[src/rtl/baccarat_sequencer.sv]
// Control FSM for one hand of Baccarat: issues card-register load strobes in deal
// order, applies the natural / third-card rules on live datapath scores, then declares the winner.
module baccarat_sequencer (
  input  logic       slow_clock,
  input  logic       reset,
  input  logic       advance,
  input  logic [3:0] pscore,
  input  logic [3:0] dscore,
  input  logic [3:0] pcard3,
  output logic       load_pcard1,
  output logic       load_pcard2,
  output logic       load_pcard3,
  output logic       load_dcard1,
  output logic       load_dcard2,
  output logic       load_dcard3,
  output logic       player_win,
  output logic       dealer_win,
  output logic       done,
  output logic [2:0] dbg_state_o
);

  typedef enum logic [2:0] {
    S_P1     = 3'd0,
    S_D1     = 3'd1,
    S_P2     = 3'd2,
    S_D2     = 3'd3,
    S_CHK    = 3'd4,
    S_BNK3   = 3'd5,
    S_RESULT = 3'd6
  } state_t;

  state_t state_q, state_d;

  // Handshake: advance acts as a one-cycle valid with the FSM always ready; a step
  // (and its strobe) happens exactly on edges where advance=1 and reset=0.
  logic step;
  assign step = advance & ~reset;

  // Pip value of a card code; face cards, tens and invalid codes count zero.
  function automatic logic [3:0] card_value(input logic [3:0] code);
    if (code >= 4'd1 && code <= 4'd9) card_value = code;
    else                              card_value = 4'd0;
  endfunction

  // Banker third-card tableau, given the player's third-card value v.
  function automatic logic banker_draws(input logic [3:0] ds, input logic [3:0] v);
    logic draw;
    draw = 1'b0;
    if (ds <= 4'd2)                                   draw = 1'b1;
    else if (ds == 4'd3)                              draw = (v != 4'd8);
    else if (ds == 4'd4)                              draw = (v >= 4'd2) && (v <= 4'd7);
    else if (ds == 4'd5)                              draw = (v >= 4'd4) && (v <= 4'd7);
    else if (ds == 4'd6)                              draw = (v >= 4'd6) && (v <= 4'd7);
    banker_draws = draw;
  endfunction

  logic       natural_hand;
  logic       player_draws;
  logic       dealer_draws_on_stand;
  logic       dealer_draws_after_p3;
  logic [3:0] p3_value;

  assign natural_hand          = (pscore >= 4'd8) || (dscore >= 4'd8);
  assign player_draws          = (pscore <= 4'd5);
  assign dealer_draws_on_stand = (dscore <= 4'd5);
  assign p3_value              = card_value(pcard3);
  assign dealer_draws_after_p3 = banker_draws(dscore, p3_value);

  always_ff @(posedge slow_clock) begin
    if (reset) state_q <= S_P1;
    else       state_q <= state_d;
  end

  always_comb begin
    state_d = state_q;
    if (advance) begin
      case (state_q)
        S_P1:     state_d = S_D1;
        S_D1:     state_d = S_P2;
        S_P2:     state_d = S_D2;
        S_D2:     state_d = S_CHK;
        S_CHK: begin
          if (natural_hand)      state_d = S_RESULT;
          else if (player_draws) state_d = S_BNK3;
          else                   state_d = S_RESULT;
        end
        S_BNK3:   state_d = S_RESULT;
        S_RESULT: state_d = S_RESULT;
        default:  state_d = S_P1;
      endcase
    end else if (state_q > S_RESULT) begin
      state_d = S_P1;
    end
  end

  // Strobes are Mealy so the datapath captures on the same edge the FSM moves.
  always_comb begin
    load_pcard1 = 1'b0;
    load_pcard2 = 1'b0;
    load_pcard3 = 1'b0;
    load_dcard1 = 1'b0;
    load_dcard2 = 1'b0;
    load_dcard3 = 1'b0;
    player_win  = 1'b0;
    dealer_win  = 1'b0;
    done        = 1'b0;
    case (state_q)
      S_P1: load_pcard1 = step;
      S_D1: load_dcard1 = step;
      S_P2: load_pcard2 = step;
      S_D2: load_dcard2 = step;
      S_CHK: begin
        if (!natural_hand) begin
          if (player_draws)               load_pcard3 = step;
          else if (dealer_draws_on_stand) load_dcard3 = step;
        end
      end
      S_BNK3: load_dcard3 = step & dealer_draws_after_p3;
      S_RESULT: begin
        done       = ~reset;
        player_win = ~reset & (pscore >= dscore);
        dealer_win = ~reset & (dscore >= pscore);
      end
      default: ;
    endcase
  end

  assign dbg_state_o = state_q;

endmodule

[config.mk]
export PLATFORM = sky130hd
export DESIGN_NAME = baccarat_sequencer
export DESIGN_NICKNAME = d
export VERILOG_FILES = /design/src/rtl/baccarat_sequencer.sv
export SDC_FILE = /design/constraint.sdc
export NUM_CORES = 1
export LEC_CHECK = 0
export BUFFER_PORTS_ARGS = -buffer_cell sky130_fd_sc_hd__buf_4
export CORE_AREA = 2 2 39 41
export CTS_BUF_LIST = sky130_fd_sc_hd__clkbuf_4
export DETAILED_ROUTE_END_ITERATION = 10
export DIE_AREA = 0 0 41 43
export PLACE_DENSITY_LB_ADDON = 0.12
export SLEW_MARGIN = 10
export SYNTH_ARGS = -nofsm -noshare
export SYNTH_HDL_FRONTEND = slang
export SYNTH_SLANG_ARGS = --single-unit
[constraint.sdc]
create_clock -name slow_clock -period 1.7 [get_ports slow_clock]
set_clock_uncertainty 0.1 [all_clocks]
set_input_delay 0.34 -clock slow_clock [delete_from_list [all_inputs] [get_ports slow_clock]]
set_output_delay 0.34 -clock slow_clock [all_outputs]
set_load 0.01 [all_outputs]
# Yosys cells after proc, flatten, opt, wreduce, memory -nomap -nowiden
# Index checks and enable logic that the tools add are counted.
# Widths: inputs -> output; s select.
[totals] n_memories=0 output_inout_bits=12 latchBits=0 inputBits=15 wordCells=64 reg_bits=3 ram_bits=0 rom_bits=0
[classes] add_sub_neg=0 eq_ne=11 multipliers=0 mux=25 bitwise_logic=5 n_shift=0 reduce_logical=8 magnitude_cmp=14 div=0
[op_table] cell="$mux 1" n=18
[op_table] cell="$pmux 3 s6" n=1
[op_table] cell="$eq 4x3->1 const B" n=3
[op_table] cell="$le 4x3->1 const B" n=3
[op_table] cell="$eq 3x3->1 const B" n=3
[op_table] cell="$ge 4x3->1 const B" n=2
[op_table] cell="$ge 4x4->1" n=2
[op_table] cell="$ge 4x4->1 const B" n=2
[op_table] cell="$eq 3x2->1 const B" n=2
[op_table] cell="$mux 3" n=2
[op_table] cell="$and 1x1->1" n=4
[op_table] cell="$eq 4x2->1 const B" n=1
[op_table] cell="$ge 4x1->1 const B" n=1
[op_table] cell="$ge 4x2->1 const B" n=1
[op_table] cell="$le 4x2->1 const B" n=1
[op_table] cell="$le 4x4->1 const B" n=1
[op_table] cell="$logic_and 1x1->1" n=4
[op_table] cell="$mux 2" n=2
[op_table] cell="$mux 4" n=1
[op_table] cell="$ne 4x4->1 const B" n=1
[op_table] cell="$eq 3x1->1 const B" n=1
[op_table] cell="$gt 3x3->1 const B" n=1
[op_table] cell="$logic_not 3->1" n=1
[op_table] cell="$pmux 1 s2" n=1
[op_table] cell="4 further kinds" n=4

# Logic depth before layout (Yosys ltp)
# Gate-level depths: netlist of run 1.
[depth] depth_word=12 ltp_mapped=6 depth_no_buf=6

# Worst setup path before layout of run 1
# Ideal clock, no wire load.
[synth_path] path_kind="input-to-output" startpoint="in pscore[1]" endpoint="out player_win" stages=6 arrival_time_ns=1.278 slack_ns=-0.018 required_time_ns=1.260 n_path_buf=0 cell_sequence="inv_1 ha_1 nor2b_1 o21a_1 o211ai_1 and3_1"
[synth_between] elab_chain_cells=3
[synth_lines] item="from (decl)" line_no="7" text="input logic [3:0] pscore,"
[synth_lines] item="$ge 4x4->1" line_no="121" text="player_win = ~reset & (pscore >= dscore);"
[synth_lines] item="$and 1x1->1" line_no="121"
[synth_lines] item="$mux 1" line_no="107" text="case (state_q)"
[synth_lines] item="to (decl)" line_no="16" text="output logic player_win,"
# No other way between the ends.

# Worst setup path after layout of run 1
[layout_path] startpoint="in dscore[1]" endpoint="out player_win"
[layout_between] elab_chain_cells=3
[layout_lines] item="from (decl)" line_no="8" text="input logic [3:0] dscore,"
[layout_lines] item="$ge 4x4->1" line_no="121"
[layout_lines] item="$and 1x1->1" line_no="121"
[layout_lines] item="$mux 1" line_no="107"
# No other way between the ends.

==> results of run 1 <==
[cell usage after synthesis, types with 2 or more instances]
| master | number | share of area |
|---|---|---|
| sky130_fd_sc_hd__a211oi_1 | 3 | 0.053 |
| sky130_fd_sc_hd__a21oi_1 | 3 | 0.035 |
| sky130_fd_sc_hd__dfxtp_1 | 3 | 0.14 |
| sky130_fd_sc_hd__ha_1 | 4 | 0.12 |
| sky130_fd_sc_hd__inv_1 | 7 | 0.062 |
| sky130_fd_sc_hd__nand2_1 | 3 | 0.026 |
| sky130_fd_sc_hd__nand4_1 | 2 | 0.029 |
| sky130_fd_sc_hd__nor2_1 | 4 | 0.035 |
| sky130_fd_sc_hd__nor2b_1 | 3 | 0.044 |
| sky130_fd_sc_hd__nor3_1 | 3 | 0.035 |
| sky130_fd_sc_hd__nor4_1 | 3 | 0.044 |
| sky130_fd_sc_hd__nor4b_1 | 2 | 0.041 |
| sky130_fd_sc_hd__o21ai_0 | 3 | 0.035 |
[worst max-delay path by stage]
stage | to | cells after the start | slack [ns]
3_5_place_dp | player_win | 7 | -0.23
5_1_grt | player_win | 8 | -0.17
6_report | player_win | 7 | -0.14
4_1_cts | player_win | 8 | -0.18
2_1_floorplan | player_win | 6 | -0.004
3_3_place_gp | player_win | 7 | -0.20
[power by group through the flow]
stage	Clock, µW	Sequential, µW	Combinational, µW
CTS	155	82.4	151
detailed placement	0	84.1	136
finish	150	83.5	161
floorplan	0	81.4	65.8
global placement	0	83.7	135
global route	165	84.6	177
[cell families after synthesis]
family          after synthesis
xor+xnor                      1
flops                         3
simple gates                 27
buf+inv                      10
compound gates               13
fa+ha+maj                     4
[worst max-delay path: cells and delay by family]
| family | cells | cell delay (ns) |
|---|---|---|
| and+or+nand+nor | 2 | 0.31 |
| AOI/OAI and AO/OA | 2 | 0.33 |
| buffers and inverters | 2 | 0.20 |
| adders and majority gates | 1 | 0.23 |
[metal layers]
| layer | up-vias | wire length (µm) |
|---|---|---|
| met2 | 20 | 720 |
| met5 | - | 0 |
| met4 | 0 | 19 |
| met1 | 249 | 491 |
| li1 | 293 | - |
| met3 | 2 | 99 |
[final cells by class]
class | count | share of cell area
timing repair buffer | 39 | 0.373
inverter | 7 | 0.0337
tap | 16 | 0.0234
multi-input combinational | 45 | 0.454
clock buffer | 4 | 0.0351
sequential | 3 | 0.0805
[timing repair]
action | in CTS | in global routing
gates resized for setup | 16 | 11
endpoints found under the setup margin | 4 | 6
gates cloned | 0 | 0
setup buffers | 0 | 1
hold buffers | 0 | 0
pin swaps | 8 | 10
[through the flow]
stage               instances  setup TNS (ns)   util
finish                    114          -0.241  0.618
global placement          109          -0.478  0.515
global route              114          -0.414  0.618
floorplan                  58        -0.00444      -
detailed placement        109          -0.560  0.515
CTS                       113          -0.347  0.579
==> results by stage, run 1 <==
Global routing:
- The met1 track demand over resource is 0.190.
- The number of antenna violations at the first check in global routing is 0.
- The residual overflow from global routing is 0.
- The number of global-route vias before repair is 529.
- The global-route wire length before repair is approximately 2100 µm.
- For met2 alone, demand over resource in global routing was 0.291.
- The global router's overall resource usage is 0.175.
- The pin count of the biggest net entering global routing is 8.
- The routing usage on met3 is 0.0366.
- The peak-usage layer in the global routing report is met2.

Routing:
- For this block, the initial DRC count from the detailed router was 3.
- The total vias in the final route is 564.
- The via density per instance is around 4.9.
- The detail route stage leaves a number of antenna-violating nets equal to 0.
- For this run, the detailed router's first-pass iteration total came to 3.
- In the final routed layout, each cell accounts on average for ~12 µm.
- The total wire length is 1330 µm.
- In the routed design, unresolved DRC markers number 0.

Placed design:
- Prior to clock tree synthesis, the placed netlist has a worst setup slack of -0.234 ns.
- The count of port buffers added during placement is 26.
- Detailed placement finished with a half-perimeter wire length of 1000 µm.
- The weighted congestion reported at the end of routability-driven placement is ~0.67.
- Summing all placed instances gives a cell area of roughly 710 µm².

Final layout:
- The leading cell type in the layout, fill and taps excluded is sky130_fd_sc_hd__buf_4.
- The post-route cell area is 855 µm².
- In the final layout, flip-flops and latches occupy between 60 and 70 µm².
- Summing all multi-input logic gate instances after layout gives 388 µm².
- The synthesis-to-finish area growth is 100%.
- The number of fill cells in the layout is about 130.
- The number of nets in the finished design is between 100 and 150.
- Of the cells placed in the final design, the portion with a size suffix greater than 1 is 0.612.
- The register with the most flip-flops in the layout has 3 of them.
- The diode insertion count for antenna repair is 0.
- The library cells used most frequently in the layout, excluding fill and tap cells, are 34 x sky130_fd_sc_hd__buf_4, 5 x sky130_fd_sc_hd__inv_1, 4 x sky130_fd_sc_hd__nor2_1, 4 x sky130_fd_sc_hd__clkbuf_4.

Logic synthesis:
- The dominant register cell in the synthesized netlist is sky130_fd_sc_hd__dfxtp_1.
- The post-synthesis async set-or-reset flop share is 0.
- Synthesis produced a netlist with a net count of 77.
- The multiplexer fraction of the synthesized cell area is 0.
- The synthesized netlist occupies a cell area of 427 µm².
- The area fraction in compound gates after synthesis is 0.196.
- The share of synthesized cell area in and, or, nand and nor gates is 0.408.
- The main combinational cell family by area after synthesis is simple AND/OR/NAND/NOR gates.
- Each instance of the synthesized netlist takes up on average about 7.4 µm².
- The number of flops mapped to enable cells by yosys is 0.
- The count of cell types in the netlist is 28.
- The share of the Yosys chip area taken by registers is 0.141.
- Of the total synthesized cell area, the portion taken by full adders, half adders and majority gates is 0.117.
- The flip-flop and latch count after synthesis is 3.
- Of the total synthesized cell area, the portion taken by XOR and XNOR cells is 0.0205.
- Synthesis produced a netlist whose cell count is 58.
- The yosys synthesis warning count is 0.

Floorplanning:
- The starting density of the core is 0.308.
- The top-level I/O count is 27.
- The floorplan step set the die height to 43 µm.
- The floorplan die width is 41 µm.
- The area of the die is 1760 µm².
- After floorplanning, the core was divided into 14 placement rows.
- The region available for standard cell placement spans 1380 µm².

Clocking:
- No sink is reached through more buffers than the 2 on the longest clock path.
- The clock reaches the later pin of the worst-skew pair after 0.24 ns.
- The clock drives 3 sinks.
- In this run the number of H-tree levels came out at 1.
- The clock tree from TritonCTS is built.
- The clock-pin slew on the worst setup and hold paths is about 0.04 ns.
- The total clock buffers created by CTS is 3.
- The clock root buffer is sky130_fd_sc_hd__clkbuf_4.

Power:
- The overall power after layout is 394 µW.
- Across the VDD grid, the largest voltage drop is 0.372 mV.
- The switching fraction of total power is 0.308.
- The analysis attributes to cell leakage a power of 0.000401 µW.
- The share of total power dissipated in combinational logic is 0.407.
- In this run the power spent charging and discharging nets is ~120 µW.
- The clock share of power is 0.381.
- For this design the ratio of total power to cell area is 461 nW/µm².
- The internal power is around 270 µW.
- The share of total power dissipated in sequential elements is 0.212.

Critical path:
- Among all stages on the critical path, the largest delay is contributed by sky130_fd_sc_hd__ha_4.
- The signal on the critical path passes through buf_8 > ha_4 > nor2b_4 > o21a_1 > o211ai_1 > and3_1 > buf_6.
- The setup path with the least slack is of type in2out.
- The peak fanout along the critical path is 2.
- The critical path starts at dscore[1].
- The cell depth of the worst flop-to-flop path is 4.
- The largest stage delay on the critical path is 0.23 ns.
- The start of the worst register-to-register path is dbg_state_o[1].
- STA classifies the critical path endpoint as an output pin.
- The worst register-to-register path ends at dbg_state_o[1].
- STA classifies the critical path startpoint as a primary input.
- The reg-to-reg setup timing slack is 0.54 ns.
- At the worst endpoint, the arrival time is 1.40 ns.
- The data required time at the worst endpoint is 1.26 ns.

Outcome:
- The final reports fail on negative setup slack.
- The run finished, with violations left.

STA:
- The worst path in the final design needs a cycle of 1.84 ns, including I/O delays and setup.
- After layout, the worst setup slack is -0.144 ns.
- For the pin with the worst max-slew slack, the measured transition is approximately 0.32 ns.
- Headroom to the max-slew limit came out at 0.784.
- The setup-violating endpoint count in the final report is 3.
- Hold is met by 0.279 ns.
- Static timing analysis puts the maximum clock frequency at 542 MHz.
- Of the available clock period, the critical path in the final layout requires 1.08.
- The number of hold-slack violations in the final timing report was 0.
- The final count of pins violating max slew is 0.
- Setup repair after global routing could not meet its margin everywhere.

Min path:
- For hold timing, the worst endpoint is dbg_state_o[2].
- The worst hold path belongs to the class in2reg.
- Along the worst hold path, the cell count comes to 3.
- The worst hold path begins at reset.

Job:
- The count of maximum capacitance violations is 0.
(Power assumes the default switching activity.)
==> inputs of run 2 (changes only) <==
Clock period 1.7 ns to 2.2 ns, I/O delays scaled along.
==> run 2 against run 1 <==
  * The flow now finishes without violations
  * Register-to-register slack gained 0.41 ns
  * Sequential share of layout area grew 1.2 points
  * Combinational power shrank 49%
  * Critical path type unchanged
  * Largest cell class unchanged
  * Largest power group is now the clock network
  * Highest routed layer is now met3
==> results by stage, run 2 (synthesized netlist as in run 1, its figures left out) <==
Clocking:
- Buffers added to address setup during post-CTS repair amount to 0.
- The clock latency on the worst-skew pair is 0.23 ns.
- Buffers inserted to repair hold after CTS numbered 0.
- The total clock buffers created by CTS is 3.
- The number of sinks driven by the clock tree is 3.
- The clock passes through at most 2 buffers.
- The clock tree from TritonCTS is built.
- The deepest level of the CTS H-tree is 1.
- The tree is rooted in a sky130_fd_sc_hd__clkbuf_4.
- Clock-pin slew was measured on the worst setup and hold paths at 0.04 ns.
- The number of gates resized after CTS is 0.

Critical path:
- On the critical path, the stage with the largest delay is an instance of sky130_fd_sc_hd__ha_1.
- STA puts the critical path data arrival time at 1.57 ns.
- The category of the critical setup timing path is in2out.
- The worst register-to-register path ends at dbg_state_o[0].
- The worst register-to-register path has a setup slack of 0.95 ns.
- Tracing the worst setup path back leads to its startpoint at pscore[1].
- The start of the worst register-to-register path is dbg_state_o[0].
- The cell that appears most often on the critical path is sky130_fd_sc_hd__buf_4.
- Traced cell by cell, the critical path runs through buf_4 > inv_1 > ha_1 > nor2b_1 > o21a_1 > o211ai_1 > and3_1 > buf_4.
- The number of buffers and inverters on the critical path is 3.
- The count of cell instances traversed by the critical path is 8.
- Of all nets on the critical path, the largest fanout is 3.
- The largest stage delay on the critical path is 0.28 ns.
- The endpoint class of the critical path is an output pin.
- In this design, the largest share of critical-path delay is due to compound AO/OA/AOI/OAI gates.
- The number of cells on the worst reg-to-reg path is 4.
- At the worst endpoint, the required time is 1.66 ns.
- The end of the critical path is player_win.
- The kind of start point of the critical path is a primary input.

STA:
- The transition at the pin with the smallest max-transition slack is 0.345 ns.
- The maximum clock frequency is 474 MHz.
- The worst pin sits at a relative slew slack of 0.770.
- Setup repair after global routing left no endpoint under its margin.
- Setup violations remaining at the end of the flow were counted as 0.
- The worst path meets setup with 0.0896 ns of slack.
- The post-route clock period utilization is 0.959.
- The clock period minus worst slack is approximately 2.1 ns.
- The aggregate negative setup slack is 0 ns.
- The number of hold-slack violations in the final timing report is 0.
- The final count of pins violating max slew was 0.

Floorplanning:
- The die covers 1760 µm².
- The initial utilization of the core area, before any placement, comes to 0.308.
- The floorplan die width is approximately 41 µm.
- The core area is 1380 µm².
- The die is 43 µm tall.
- After floorplanning, the core was divided into 14 placement rows.
- For this design the top-level I/O count stands at 27.

Final layout:
- The synthesis-to-finish area growth is 51.9%.
- Leaving out fill and tap cells, the most frequent cells in the layout are 26 x sky130_fd_sc_hd__buf_4, 7 x sky130_fd_sc_hd__inv_1, 4 x sky130_fd_sc_hd__nor2_1, 4 x sky130_fd_sc_hd__ha_1, 4 x sky130_fd_sc_hd__clkbuf_4.
- The fraction of layout instances using a drive strength above 1 is 0.400.
- The leading cell type in the layout, fill and taps excluded is sky130_fd_sc_hd__buf_4.
- The flip-flop count of the largest register, all copies and words added is 3.
- The diode insertion count for antenna repair is 0.
- In the final design database the tool counted 105 nets.

Power:
- The switching fraction of total power is 0.280.
- Across the VDD grid, the largest voltage drop is roughly 0.37 mV.
- The leakage component of the power is about 0.0003 µW.
- The net switching power is 71.5 µW.
- Cell internal power was estimated by the tool at approximately 180 µW.
- The share of total power dissipated in the clock network is 0.416.
- For this design the ratio of total power to cell area is 394 nW/µm².
- The design draws 255 µW.
- The logic gate share of total power is 0.319.
- The share of total power in sequential cells is 0.264.

Global routing:
- Summed over all layers, the global routing overflow is 0.
- The number of antenna violations at the first check in global routing came to 0.
- The number of global-route vias before repair was about 460.
- The pin count of the biggest net entering global routing is 13.
- Across every metal layer, demand over resource in global routing totals 0.131.
- The global-route wire length before repair is 1700 µm.

Routing:
- The final routed DRC violation total is 0.
- The routed design has 1100 µm of wire.
- The total vias in the final route is 507.
- The count of antenna-violating nets left after detailed routing is 0.
- The DRC violation total after the first TritonRoute iteration is 5.
- Using the TritonRoute via totals, the vias-per-cell ratio works out to 5.02.
- The number of search-and-repair iterations in the first detailed-routing pass is 4.
- The mean routed wirelength per cell is 10.9 µm.

Placed design:
- In this run the tool buffered the top-level ports with 26 buffer cells.
- The weighted congestion reported at the end of routability-driven placement is 0.662.
- Before CTS, the worst setup slack after placement is approximately 0.08 ns.
- The HPWL after detailed placement is 922 µm.

Job:
- The count of maximum capacitance violations is 0.

Outcome:
- The run finished with clean final reports.

Min path:
- The kind of path behind the tightest hold check is in2reg.
==> run 2: cell types whose count changed in the layout (fill, tap and decap cells not counted), moves of 2 or more <==
cell and delta:
sky130_fd_sc_hd__buf_4 -8, sky130_fd_sc_hd__buf_6 -3, sky130_fd_sc_hd__dfxtp_1 +3, sky130_fd_sc_hd__buf_8 -2
sky130_fd_sc_hd__dfxtp_4 -2, sky130_fd_sc_hd__inv_1 +2, sky130_fd_sc_hd__nor2b_1 +2, sky130_fd_sc_hd__nor2b_4 -2
sky130_fd_sc_hd__nor4b_1 +2, sky130_fd_sc_hd__o21ai_0 +2, sky130_fd_sc_hd__o21ai_1 -2
==> run 2: metal layers <==
metal / track usage / wire, µm
met1: 0.153 / 459
met5: 0 / 0
met4: 0.0400 / 0
met2: 0.238 / 567
met3: 0.00524 / 75
==> run 2: worst min-delay path by stage <==
stage                              start             end  slack (ns)  depth (start not counted)
after global routing               reset  dbg_state_o[2]        0.32                          2
after global placement    dbg_state_o[1]  dbg_state_o[1]        0.51                          2
final                              reset  dbg_state_o[2]        0.32                          2
after floorplan                    reset  dbg_state_o[2]        0.41                          1
after CTS                          reset  dbg_state_o[2]        0.31                          2
after detailed placement  dbg_state_o[1]  dbg_state_o[1]        0.51                          2
==> run 2: cell type report <==
type | count | area, µm²
Fill cell | 143 | 736
Multi-Input combinational cell | 45 | 317
Timing Repair Buffer | 26 | 195
Sequential cell | 3 | 60.1
Clock buffer | 4 | 30.0
Inverter | 7 | 26.3
Tap cell | 16 | 20.0
==> run 2: power groups by stage <==
| stage | Sequential (µW) | Clock (µW) | Combinational (µW) |
|---|---|---|---|
| after global routing | 68.8 | 114 | 91.3 |
| after detailed placement | 68.2 | 0 | 82.4 |
| final | 67.4 | 106 | 81.5 |
| after global placement | 68.2 | 0 | 82.7 |
| after CTS | 67.3 | 111 | 82.8 |
| after floorplan | 62.9 | 0 | 50.5 |
==> run 2: through the flow <==
stage,hold slack [ns],utilization,instances,area (µm²)
detailed placement,0.512,0.447,97,618
floorplan,0.412,-,58,427
CTS,0.311,0.468,101,648
finish,0.315,0.468,101,648
global route,0.316,0.468,101,648
global placement,0.511,0.447,97,618
